$ cat config.mk
export PLATFORM = sky130hd
export DESIGN_NAME = sdram_arb
export DESIGN_NICKNAME = d
export VERILOG_FILES = /design/src/rtl/sdram_arb.sv
export SDC_FILE = /design/constraint.sdc
export NUM_CORES = 1
export LEC_CHECK = 0
export BUFFER_PORTS_ARGS = -buffer_cell sky130_fd_sc_hd__buf_2
export CELL_PAD_IN_SITES_DETAIL_PLACEMENT = 2
export CELL_PAD_IN_SITES_GLOBAL_PLACEMENT = 2
export CORE_UTILIZATION = 31
export CTS_BUF_LIST = sky130_fd_sc_hd__clkbuf_8 sky130_fd_sc_hd__clkbuf_16
export CTS_CLUSTER_SIZE = 25
export DETAILED_ROUTE_END_ITERATION = 8
export GPL_ROUTABILITY_DRIVEN = 0
export PLACE_DENSITY_LB_ADDON = 0.25
export SETUP_SLACK_MARGIN = 0.4
export SLEW_MARGIN = 20
export SYNTH_ARGS = -nofsm -noshare
export SYNTH_HDL_FRONTEND = slang
export SYNTH_SLANG_ARGS = --single-unit
$ cat constraint.sdc
create_clock -name clk_in -period 3.85 [get_ports clk_in]
set_clock_uncertainty 0.05 [all_clocks]
set_input_delay 0.1925 -clock clk_in [delete_from_list [all_inputs] [get_ports clk_in]]
set_output_delay 0.1925 -clock clk_in [all_outputs]
set_load 0.02 [all_outputs]
$ cat src/rtl/sdram_arb.sv
// Two-port arbiter that puts video reads and CPU reads/writes onto a single
// asynchronous-strobe SDRAM controller, with round-robin arbitration and fixed access timing.
module sdram_arb #(
  parameter int HOLD_CYCLES = 20,
  parameter int GAP_CYCLES  = 2
) (
  input  logic        clk_in,
  input  logic        rst_n,
  input  logic        vid_req,
  input  logic [23:0] vid_addr,
  output logic        vid_ack,
  output logic [15:0] vid_data,
  input  logic        cpu_req,
  input  logic [23:0] cpu_addr,
  input  logic        cpu_we,
  input  logic [1:0]  cpu_be,
  input  logic [15:0] cpu_wdata,
  output logic        cpu_ack,
  output logic [15:0] cpu_rdata,
  output logic [23:0] mem_addr,
  output logic [15:0] mem_din,
  input  logic [15:0] mem_dout,
  output logic        mem_asn,
  output logic        mem_udsn,
  output logic        mem_ldsn,
  output logic        mem_rw
);

  typedef enum logic [2:0] {S_IDLE, S_SETUP, S_STROBE, S_DONE, S_GAP} state_t;

  localparam logic [4:0] HOLD_LD = 5'(HOLD_CYCLES - 1);
  localparam logic [4:0] GAP_LD  = 5'(GAP_CYCLES - 1);

  state_t      r_state, w_next;
  logic [4:0]  r_cnt;
  logic        r_gnt_cpu, r_last_cpu, r_we;
  logic [1:0]  r_be;
  logic [23:0] r_addr;
  logic [15:0] r_wdata, r_vid_data, r_cpu_rdata;
  logic        w_any_req, w_pick_cpu, w_cnt_zero;

  assign w_any_req  = vid_req | cpu_req;
  // On a tie the CPU wins only if video was granted last.
  assign w_pick_cpu = cpu_req & (~vid_req | ~r_last_cpu);
  assign w_cnt_zero = (r_cnt == 5'd0);

  assign mem_addr  = r_addr;
  assign mem_din   = r_wdata;
  assign mem_rw    = ~r_we;
  assign vid_data  = r_vid_data;
  assign cpu_rdata = r_cpu_rdata;

  // NOTE: sequential state uses non-blocking (<=) so every flop samples pre-edge values.
  always_ff @(posedge clk_in or negedge rst_n) begin
    if (!rst_n) r_state <= S_IDLE;
    else        r_state <= w_next;
  end

  // NOTE: every output of this block gets a default first, so no path can infer a latch.
  always_comb begin
    w_next   = r_state;
    mem_asn  = 1'b1;
    mem_udsn = 1'b1;
    mem_ldsn = 1'b1;
    vid_ack  = 1'b0;
    cpu_ack  = 1'b0;
    case (r_state)
      S_IDLE: if (w_any_req) w_next = S_SETUP;
      S_SETUP: begin
        mem_asn = 1'b0;
        w_next  = (r_we && r_be == 2'b00) ? S_DONE : S_STROBE;
      end
      S_STROBE: begin
        mem_asn  = 1'b0;
        mem_udsn = r_we ? ~r_be[1] : 1'b0;
        mem_ldsn = r_we ? ~r_be[0] : 1'b0;
        if (w_cnt_zero) w_next = S_DONE;
      end
      S_DONE: begin
        vid_ack = ~r_gnt_cpu;
        cpu_ack = r_gnt_cpu;
        w_next  = S_GAP;
      end
      S_GAP: if (w_cnt_zero) w_next = S_IDLE;
      default: w_next = S_IDLE;
    endcase
  end

  always_ff @(posedge clk_in or negedge rst_n) begin
    if (!rst_n) begin
      r_cnt       <= 5'd0;
      r_gnt_cpu   <= 1'b0;
      r_last_cpu  <= 1'b1;
      r_we        <= 1'b0;
      r_be        <= 2'b00;
      r_addr      <= 24'd0;
      r_wdata     <= 16'd0;
      r_vid_data  <= 16'd0;
      r_cpu_rdata <= 16'd0;
    end else begin
      case (r_state)
        S_IDLE: if (w_any_req) begin
          r_gnt_cpu  <= w_pick_cpu;
          r_last_cpu <= w_pick_cpu;
          r_addr     <= w_pick_cpu ? cpu_addr : vid_addr;
          r_we       <= w_pick_cpu & cpu_we;
          r_be       <= w_pick_cpu ? cpu_be : 2'b11;
          r_wdata    <= w_pick_cpu ? cpu_wdata : 16'd0;
        end
        S_SETUP: r_cnt <= HOLD_LD;
        S_STROBE: begin
          if (!w_cnt_zero) begin
            r_cnt <= r_cnt - 5'd1;
          end else if (!r_we) begin
            if (r_gnt_cpu) r_cpu_rdata <= mem_dout;
            else           r_vid_data  <= mem_dout;
          end
        end
        // GAP_CYCLES must be at least 1 for this reload to mean anything.
        S_DONE: r_cnt <= GAP_LD;
        S_GAP: if (!w_cnt_zero) r_cnt <= r_cnt - 5'd1;
        default: ;
      endcase
    end
  end

endmodule

[After elaboration in Yosys (flattened, before gate mapping)]
Index checks and enable logic that the tools add are counted.
Storage, ports and cells
  input port bits: 87
  register bits after elaboration: 85
  logic and storage cells: 58
  output and inout port bits: 78
Operators by class
  reductions and logical operators: 12
  multiplexer cells: 17
  equality and inequality tests: 8
  bitwise operators: 10
  $add $sub $neg: 1
Operator list (count)
  $mux W24: 1
  $mux W16: 1
  $pmux W3 S5: 1
  $pmux W5 S3: 1
  $mux W3: 3
  $mux W1: 8
  $ne A2 B2 Y1 const B: 4
  $reduce_and A4 Y1: 2
  $eq A3 B2 Y1 const B: 2
  $not A1 Y1: 6
  $logic_not A5 Y1: 1
  $mux W5: 1
  $sub A5 B1 Y5 const B: 1
  $reduce_and A2 Y1: 2
  $reduce_or A2 Y1: 2
  $eq A3 B1 Y1 const B: 1
  $eq A3 B3 Y1 const B: 1
  $logic_not A3 Y1: 1
  $reduce_and A3 Y1: 1
  $reduce_bool A3 Y1: 1
  $and A1 B1 Y1: 2
  $logic_not A2 Y1: 1
  $mux W2: 1
  $or A1 B1 Y1: 2
  $logic_and A1 B1 Y1: 1

[Depth between registers and ports, before layout]
Gate-level depths: netlist (run 1).
  depth after elaboration: 4
  mapped depth: 7

[Worst setup path before layout (run 1)]
Ideal clock, no wire load.
  kind: register to register
  start: reg r_cnt[0]
  end: reg r_vid_data[0] (netlist: vid_data[0])
  arrival time: 2.113 ns
  library setup time: 0.125 ns
  stages on the path, launching flop included: 7
  path buffers: 1
  setup slack: 1.562 ns
  cells stage by stage: dfrtp_1 -> inv_1 -> ha_1 -> or4b_4 -> nor4b_4 -> buf_6 -> mux2_2
Between the ends
  cells in the longest elaborated chain, start to end: 2
RTL lines
  start, declared: RTL line 35  | logic [4:0] r_cnt;
  start signal, assigned: RTL line 113  | r_cnt <= r_cnt - 5'd1;
  start signal, assigned: RTL line 121  | S_GAP: if (!w_cnt_zero) r_cnt <= r_cnt - 5'd1;
  $logic_not A5 Y1: RTL line 45  | assign w_cnt_zero = (r_cnt == 5'd0);
  $reduce_and A4 Y1 (no source line)
  end signal, assigned: RTL line 116  | else r_vid_data <= mem_dout;
  end, declared: RTL line 39  | logic [15:0] r_wdata, r_vid_data, r_cpu_rdata;
No other way between the ends.
A chain may end at the register's enable or synchronous reset.

[Worst setup path after layout (run 1)]
  start: reg r_cnt[0]
  end: reg r_vid_data[14] (netlist: vid_data[14])
Same word-level chain as after synthesis.

==> results of run 1 <==
==> kinds of logic after synthesis <==
logic type	synth area share, %
DFF	58.6
AOI/OAI and AO/OA	12.6
and+or+nand+nor	8.82
muxes	16.5
buffers and inverters	3.07
adders and majority gates	0.345
==> power breakdown <==
group / switching, mW / internal (mW)
clock: 0.363 / 0.632
combinational: 1.07 / 0.634
sequential: 0.288 / 1.27
total: 1.72 / 2.53
==> metrics by stage <==
step	cells	util (%)	setup slack [ns]	power (mW)
after floorplan	298	-	1.56	2.62
after global placement	591	40.3	1.58	3.19
after detailed placement	591	40.3	1.52	3.30
after CTS	606	43.2	1.50	4.33
after global routing	607	43.3	1.41	4.54
final	607	43.3	1.51	4.25
==> registers in the layout, indices dropped and copies added (netlist names), 2 cells and up <==
| register | count |
|---|---|
| vid_data | 16 |
| cpu_rdata | 16 |
| r_be | 2 |
| mem_din | 16 |
| mem_addr | 24 |
| r_state | 3 |
| r_cnt | 5 |
==> Yosys cell counts (2+ instances only) <==
| master | count | share of area [%] |
|---|---|---|
| nand2_1 | 38 | 3.9 |
| o22a_1 | 2 | 0.48 |
| nor2_1 | 5 | 0.52 |
| o21ai_0 | 32 | 4.4 |
| mux2_2 | 32 | 9.9 |
| a21oi_1 | 2 | 0.28 |
| o211ai_1 | 4 | 0.83 |
| mux2i_1 | 24 | 6.6 |
| dfrtp_1 | 84 | 58 |
| and3_1 | 2 | 0.34 |
| inv_1 | 7 | 0.72 |
| buf_2 | 2 | 0.28 |
| nand2b_1 | 5 | 0.86 |
| buf_6 | 2 | 0.62 |
| a22o_1 | 16 | 3.9 |
| nand3_1 | 2 | 0.28 |
| clkbuf_1 | 14 | 1.4 |
==> metal layers <==
layer / track usage (%) / share of wire (%) / up-vias
met5: 0 / 0 / -
met4: 6.30 / 1.5 / 0
met3: 6.29 / 7.1 / 12
met2: 31.6 / 51 / 108
met1: 21.6 / 40 / 1487
li1: - / - / 1393
==> tightest hold or removal path, stage by stage <==
cell,delay (ns)
buf_2,0.08
nand2_1,0.04
o21ai_0,0.06
==> worst max-delay path by stage <==
stage / to / depth (start not counted)
after floorplan: vid_data[0] / 6
after global placement: vid_data[14] / 6
after detailed placement: vid_data[14] / 6
after CTS: vid_data[14] / 6
after global routing: vid_data[14] / 6
final: vid_data[14] / 6
==> layout make-up <==
class / instances / area (sq um)
Tap cell: 143 / 179
Clock buffer: 9 / 225
Sequential cell: 85 / 2130
Inverter: 7 / 26.3
Timing Repair Buffer: 169 / 867
Fill cell: 1208 / 6470
Multi-Input combinational cell: 188 / 1410
Clock inverter: 6 / 111
==> cells in the final DEF, fill, tap and decap left out, types with 3 or more instances in the layout <==
| cell type | instances |
|---|---|
| o21ai_0 | 31 |
| bufinv_16 | 3 |
| o211ai_1 | 4 |
| nand2b_1 | 5 |
| clkbuf_16 | 9 |
| mux2_2 | 32 |
| nand2_1 | 38 |
| inv_1 | 8 |
| a22o_1 | 16 |
| mux2i_1 | 24 |
| dfrtp_1 | 84 |
| buf_2 | 163 |
| nor2_1 | 5 |
| buf_4 | 4 |
==> impl_metrics.tcl, run 1 <==
set metrics [dict create \
    ctsResizeCount 0 \
    die_x_um 110 \
    overflow 0 \
    leakage_nw 2.56 \
    core_sq_um 11400 \
    cts_tree "yes" \
    holdPathStages 3 \
    ys_ff_latch 85 \
    crit_start "r_cnt[0]" \
    crit_buf_inv 2 \
    diodes 0 \
    synth_cell_types 42 \
    start_util_pct 31.8 \
    min_period_ns 2.34 \
    wire_per_inst_um 17.9 \
    drive_gt1_share_pct 47.4 \
    cts_sinks 85 \
    hp-start "cpu_we" \
    path_max_fanout 16 \
    r2r_setup_slack_ns 1.51 \
    vias 3000 \
    synthFlopType "dfrtp_1" \
    end_kind "register" \
    nets 548 \
    cpPeakStageDelay_ns 0.53 \
    synth_cells 298 \
    grt_setup_unrepaired "false" \
    worstMarginPinSlew_ns 0.805 \
    num_rows 39 \
    setup-tns-final_ns 0 \
    hold_viol_final 0 \
    r2r_end "vid_data[14]" \
    critical_path_required_ns 4.02 \
    ios 165 \
    syn_avg_cell_area_sq_um 12.2 \
    grt_max_degree 86 \
    setup_viol 0 \
    min_path_type "in -> reg" \
    htree_levels 3 \
    whs_endpoint "r_we" \
    grt_pass1_vias 3199 \
    path_cells "inv_1 -> ha_1 -> or4b_4 -> nor4b_4 -> buf_4 -> mux2_2" \
    ant_nets 0 \
    cp_slowest_cell "or4b_4" \
    status "finished, final reports clean" \
    grt_pass1_wl_um 16600 \
    fmax_mhz 427 \
    yosysWarnings 0 \
    root_buffer "clkbuf_16" \
    fp.dieH_um 110 \
    postCtsSetupBuffers 0 \
    synthesis.area_sq_um 3630 \
    grt_usage_pct 18.5 \
    cellPowerDensity_nw_per_um2 859 \
    min_period_over_period_pct 60.8 \
    antenna_found_initial 0 \
    drt_iter0_markers 74 \
    routed_wl_um 10800 \
    final_area_sq_um 4950 \
    portBuffers 164 \
    async_flop_share_pct 100 \
    r2r_cells 6 \
    final_max_slew_viol_count 0 \
    crit_arrival_ns 2.52 \
    dieArea_sq_um 12100 \
    drt_first_pass_iters 4 \
    rr_startpoint "r_cnt[0]" \
    yosysSeqAreaShare_pct 58.6 \
    cts_buffer_depth 2 \
    synth_edf_count 0 \
    drc 0 \
    hpwl_um 7800 \
    cp_top_family "simple AND/OR/NAND/NOR gates" \
    hold_slack_ns 0.0184 \
    placed_cell_area_sq_um 4600 \
    ir_drop_v 0.000293 \
    syn_nets 386 \
    cts-hold-fix-buffers 0 \
    insertion_delay_ns 0.34 \
    cts_made_buffers 9 \
    syn2layout_area_growth_pct 36.4 \
    clk_transition_reported_paths_ns 0.06 \
    cap_violations 0 \
    vias_per_cell 4.94 \
    crit_type "reg -> reg" \
    relSlewSlack_pct 46.4 \
    cp-start-kind "register" \
]
Power figures use the tool's default switching activity.
==> run 2: changes to the inputs <==
--- a/config.mk
+++ b/config.mk
@@ -5,10 +5,11 @@
 export SDC_FILE = /design/constraint.sdc
 export NUM_CORES = 1
 export LEC_CHECK = 0
+export ABC_AREA = 1
 export BUFFER_PORTS_ARGS = -buffer_cell sky130_fd_sc_hd__buf_2
 export CELL_PAD_IN_SITES_DETAIL_PLACEMENT = 2
 export CELL_PAD_IN_SITES_GLOBAL_PLACEMENT = 2
-export CORE_UTILIZATION = 31
+export CORE_UTILIZATION = 26
 export CTS_BUF_LIST = sky130_fd_sc_hd__clkbuf_8 sky130_fd_sc_hd__clkbuf_16
 export CTS_CLUSTER_SIZE = 25
 export DETAILED_ROUTE_END_ITERATION = 8
==> constraint.sdc (replaced) <==
create_clock -name clk_in -period 2.4 [get_ports clk_in]
set_clock_uncertainty 0.05 [all_clocks]
set_input_delay 0.12 -clock clk_in [delete_from_list [all_inputs] [get_ports clk_in]]
set_output_delay 0.12 -clock clk_in [all_outputs]
set_load 0.02 [all_outputs]
==> run 2 against run 1 <==
Area after synthesis is 4.7% higher. Cell count is 38% higher. Non-clock buffer count is 53 higher. Critical endpoint is now mem_din[8]. Fmax is 35% higher. Critical path depth stayed put. Core utilization is 3.3 points lower. Sequential power is 63% higher. Largest cell class unchanged. Via count is 25% higher. Setup slack worse by 0.85 ns.
==> impl_metrics.tcl, run 2 <==
set metrics [dict create \
    insertion_delay_ns 0.35 \
    yosysWarnings 0 \
    min_path_type "in -> reg" \
    cts_tree "yes" \
    critical_path_required_ns 2.57 \
    cp_top_family "flip-flops" \
    r2r_end "mem_din[8]" \
    synth.most_common_cell "nand2_1" \
    nets 742 \
    async_flop_share_pct 100 \
    grt_pass1_wl_um 20900 \
    path_max_fanout 42 \
    wire_per_inst_um 15.4 \
    crit_type "reg -> reg" \
    worstMarginPinSlew_ns 0.737 \
    synth_area_leader_cell "dfrtp_1" \
    synth_area_leaders "dfrtp_1, nand2_1, inv_1" \
    worstSetupPathDepth 6 \
    crit_arrival_ns 1.91 \
    p_total_mw 7.15 \
    synth_cells 440 \
    dieArea_sq_um 15100 \
    syn2layout_area_growth_pct 47.9 \
    ir_drop_v 0.000513 \
    portBuffers 164 \
    synth_top_cell_area_share_pct 55.3 \
    status "finished, final reports clean" \
    grt_setup_unrepaired "false" \
    setup-tns-final_ns 0 \
    mostFrequentLayoutCell "buf_2" \
    synth_cell_types 27 \
    vias_per_cell 4.48 \
    vias 3760 \
    setup_viol 0 \
    leakage_nw 3.12 \
    yosysSeqAreaShare_pct 56.0 \
    end_kind "register" \
    drt_first_pass_iters 4 \
    hold_viol_final 0 \
    antenna_found_initial 0 \
    start_util_pct 27.1 \
    min_period_over_period_pct 72.5 \
    drive_gt1_share_pct 31.1 \
    cap_violations 0 \
    root_buffer "clkbuf_16" \
    largest_register_ffs 24 \
    drc 0 \
    die_x_um 123 \
    path_cells "nor2_4 -> nand2_2 -> a21oi_4 -> inv_2 -> nand2_1 -> o21ai_0" \
    ant_nets 0 \
    ys_ff_latch 85 \
    yosys-top-cells-count "nand2_1, dfrtp_1, inv_1" \
    placed_cell_area_sq_um 4780 \
    routed_wl_um 12900 \
    synthFlopType "dfrtp_1" \
    diodes 0 \
    drt_iter0_markers 132 \
    min_period_ns 1.74 \
    overflow 0 \
    core_sq_um 14000 \
    grt_max_degree 51 \
    relSlewSlack_pct 50.8 \
    syn_nets 528 \
    htree_levels 3 \
    cts_made_buffers 9 \
    final_area_sq_um 5620 \
    r2r_cells 6 \
    grt_usage_pct 18.2 \
    cp-start-kind "register" \
    final_cell_mix "buf_2, nand2_1, dfrtp_1" \
    cellPowerDensity_nw_per_um2 1270 \
    num_rows 43 \
    hpwl_um 8730 \
    cts_sinks 85 \
    crit_start "r_state[0]" \
    syn_avg_cell_area_sq_um 8.63 \
    num-fill-cells 1603 \
    clk_transition_reported_paths_ns 0.07 \
    ios 165 \
    rr_startpoint "r_state[0]" \
    synthesis.area_sq_um 3800 \
    cp_slowest_cell "dfrtp_1" \
    r2r_setup_slack_ns 0.66 \
    fp.dieH_um 123 \
    final_max_slew_viol_count 0 \
    grt_pass1_vias 4248 \
    cts_buffer_depth 2 \
    hold_slack_ns 0.00126 \
    endpoint "mem_din[8]" \
    cpPeakStageDelay_ns 0.46 \
    synth_edf_count 0 \
    crit_buf_inv 1 \
    fmax_mhz 575 \
]
==> run 2: worst min-delay path by stage <==
stage / start / end / slack, ns / depth (start not counted)
finish: mem_dout[6] / vid_data[6] / 0.001 / 3
global route: mem_dout[6] / vid_data[6] / 0.005 / 3
CTS: cpu_addr[6] / mem_addr[6] / 0.003 / 3
detailed placement: rst_n / cpu_rdata[7] / 0.08 / 1
global placement: rst_n / mem_addr[16] / 0.07 / 1
floorplan: rst_n / cpu_rdata[0] / -0.23 / 0
==> run 2: power breakdown <==
part           leakage [nW]  internal, mW  total [mW]  switching [mW]
combinational          2.01          1.09        3.28            2.19
sequential            0.978          2.13        2.54           0.415
clock                 0.132         0.705        1.32           0.614
total                  3.12          3.92        7.15            3.22
==> run 2: layer usage <==
metal,global-route usage (%),wire [um]
met4,4.12,68
met2,32.9,6750
met1,20.1,5240
met3,6.69,882
met5,0,0
==> run 2: area by class of cell <==
cell class	instances	area (sq um)	share of cell area (%)
inverter	73	274	4.88
clock inverter	7	51.3	0.913
sequential	85	2130	37.9
multi-input combinational	263	1290	23.0
timing repair buffer	222	1420	25.3
tap	180	225	4.01
clock buffer	9	225	4.01
==> run 2: kinds of logic after synthesis <==
family | after synthesis | share of synthesized area (%)
compound gates | 83 | 13.7
simple gates | 177 | 19.2
xor+xnor | 2 | 0.461
flops | 85 | 56.0
fa+ha+maj | 1 | 0.329
buf+inv | 92 | 10.3
==> run 2: repair_timing <==
item                                    in CTS  in global routing
buffers inserted                             0                  0
resized for setup                            0                  2
hold endpoints to repair                   102                  0
endpoints found under the setup margin       0                  6
hold buffers                                55                  0
==> run 2: through the flow <==
step	setup slack (ns)	util, %	instances
floorplan	0.999	-	440
global placement	0.641	34.0	768
detailed placement	0.565	34.0	768
CTS	0.547	39.9	839
global route	0.490	40.0	839
finish	0.659	40.0	839
==> run 2: tightest hold or removal path: stages <==
cell and delay [ns]:
buf_2 0.11, inv_1 0.07, o21ai_1 0.07
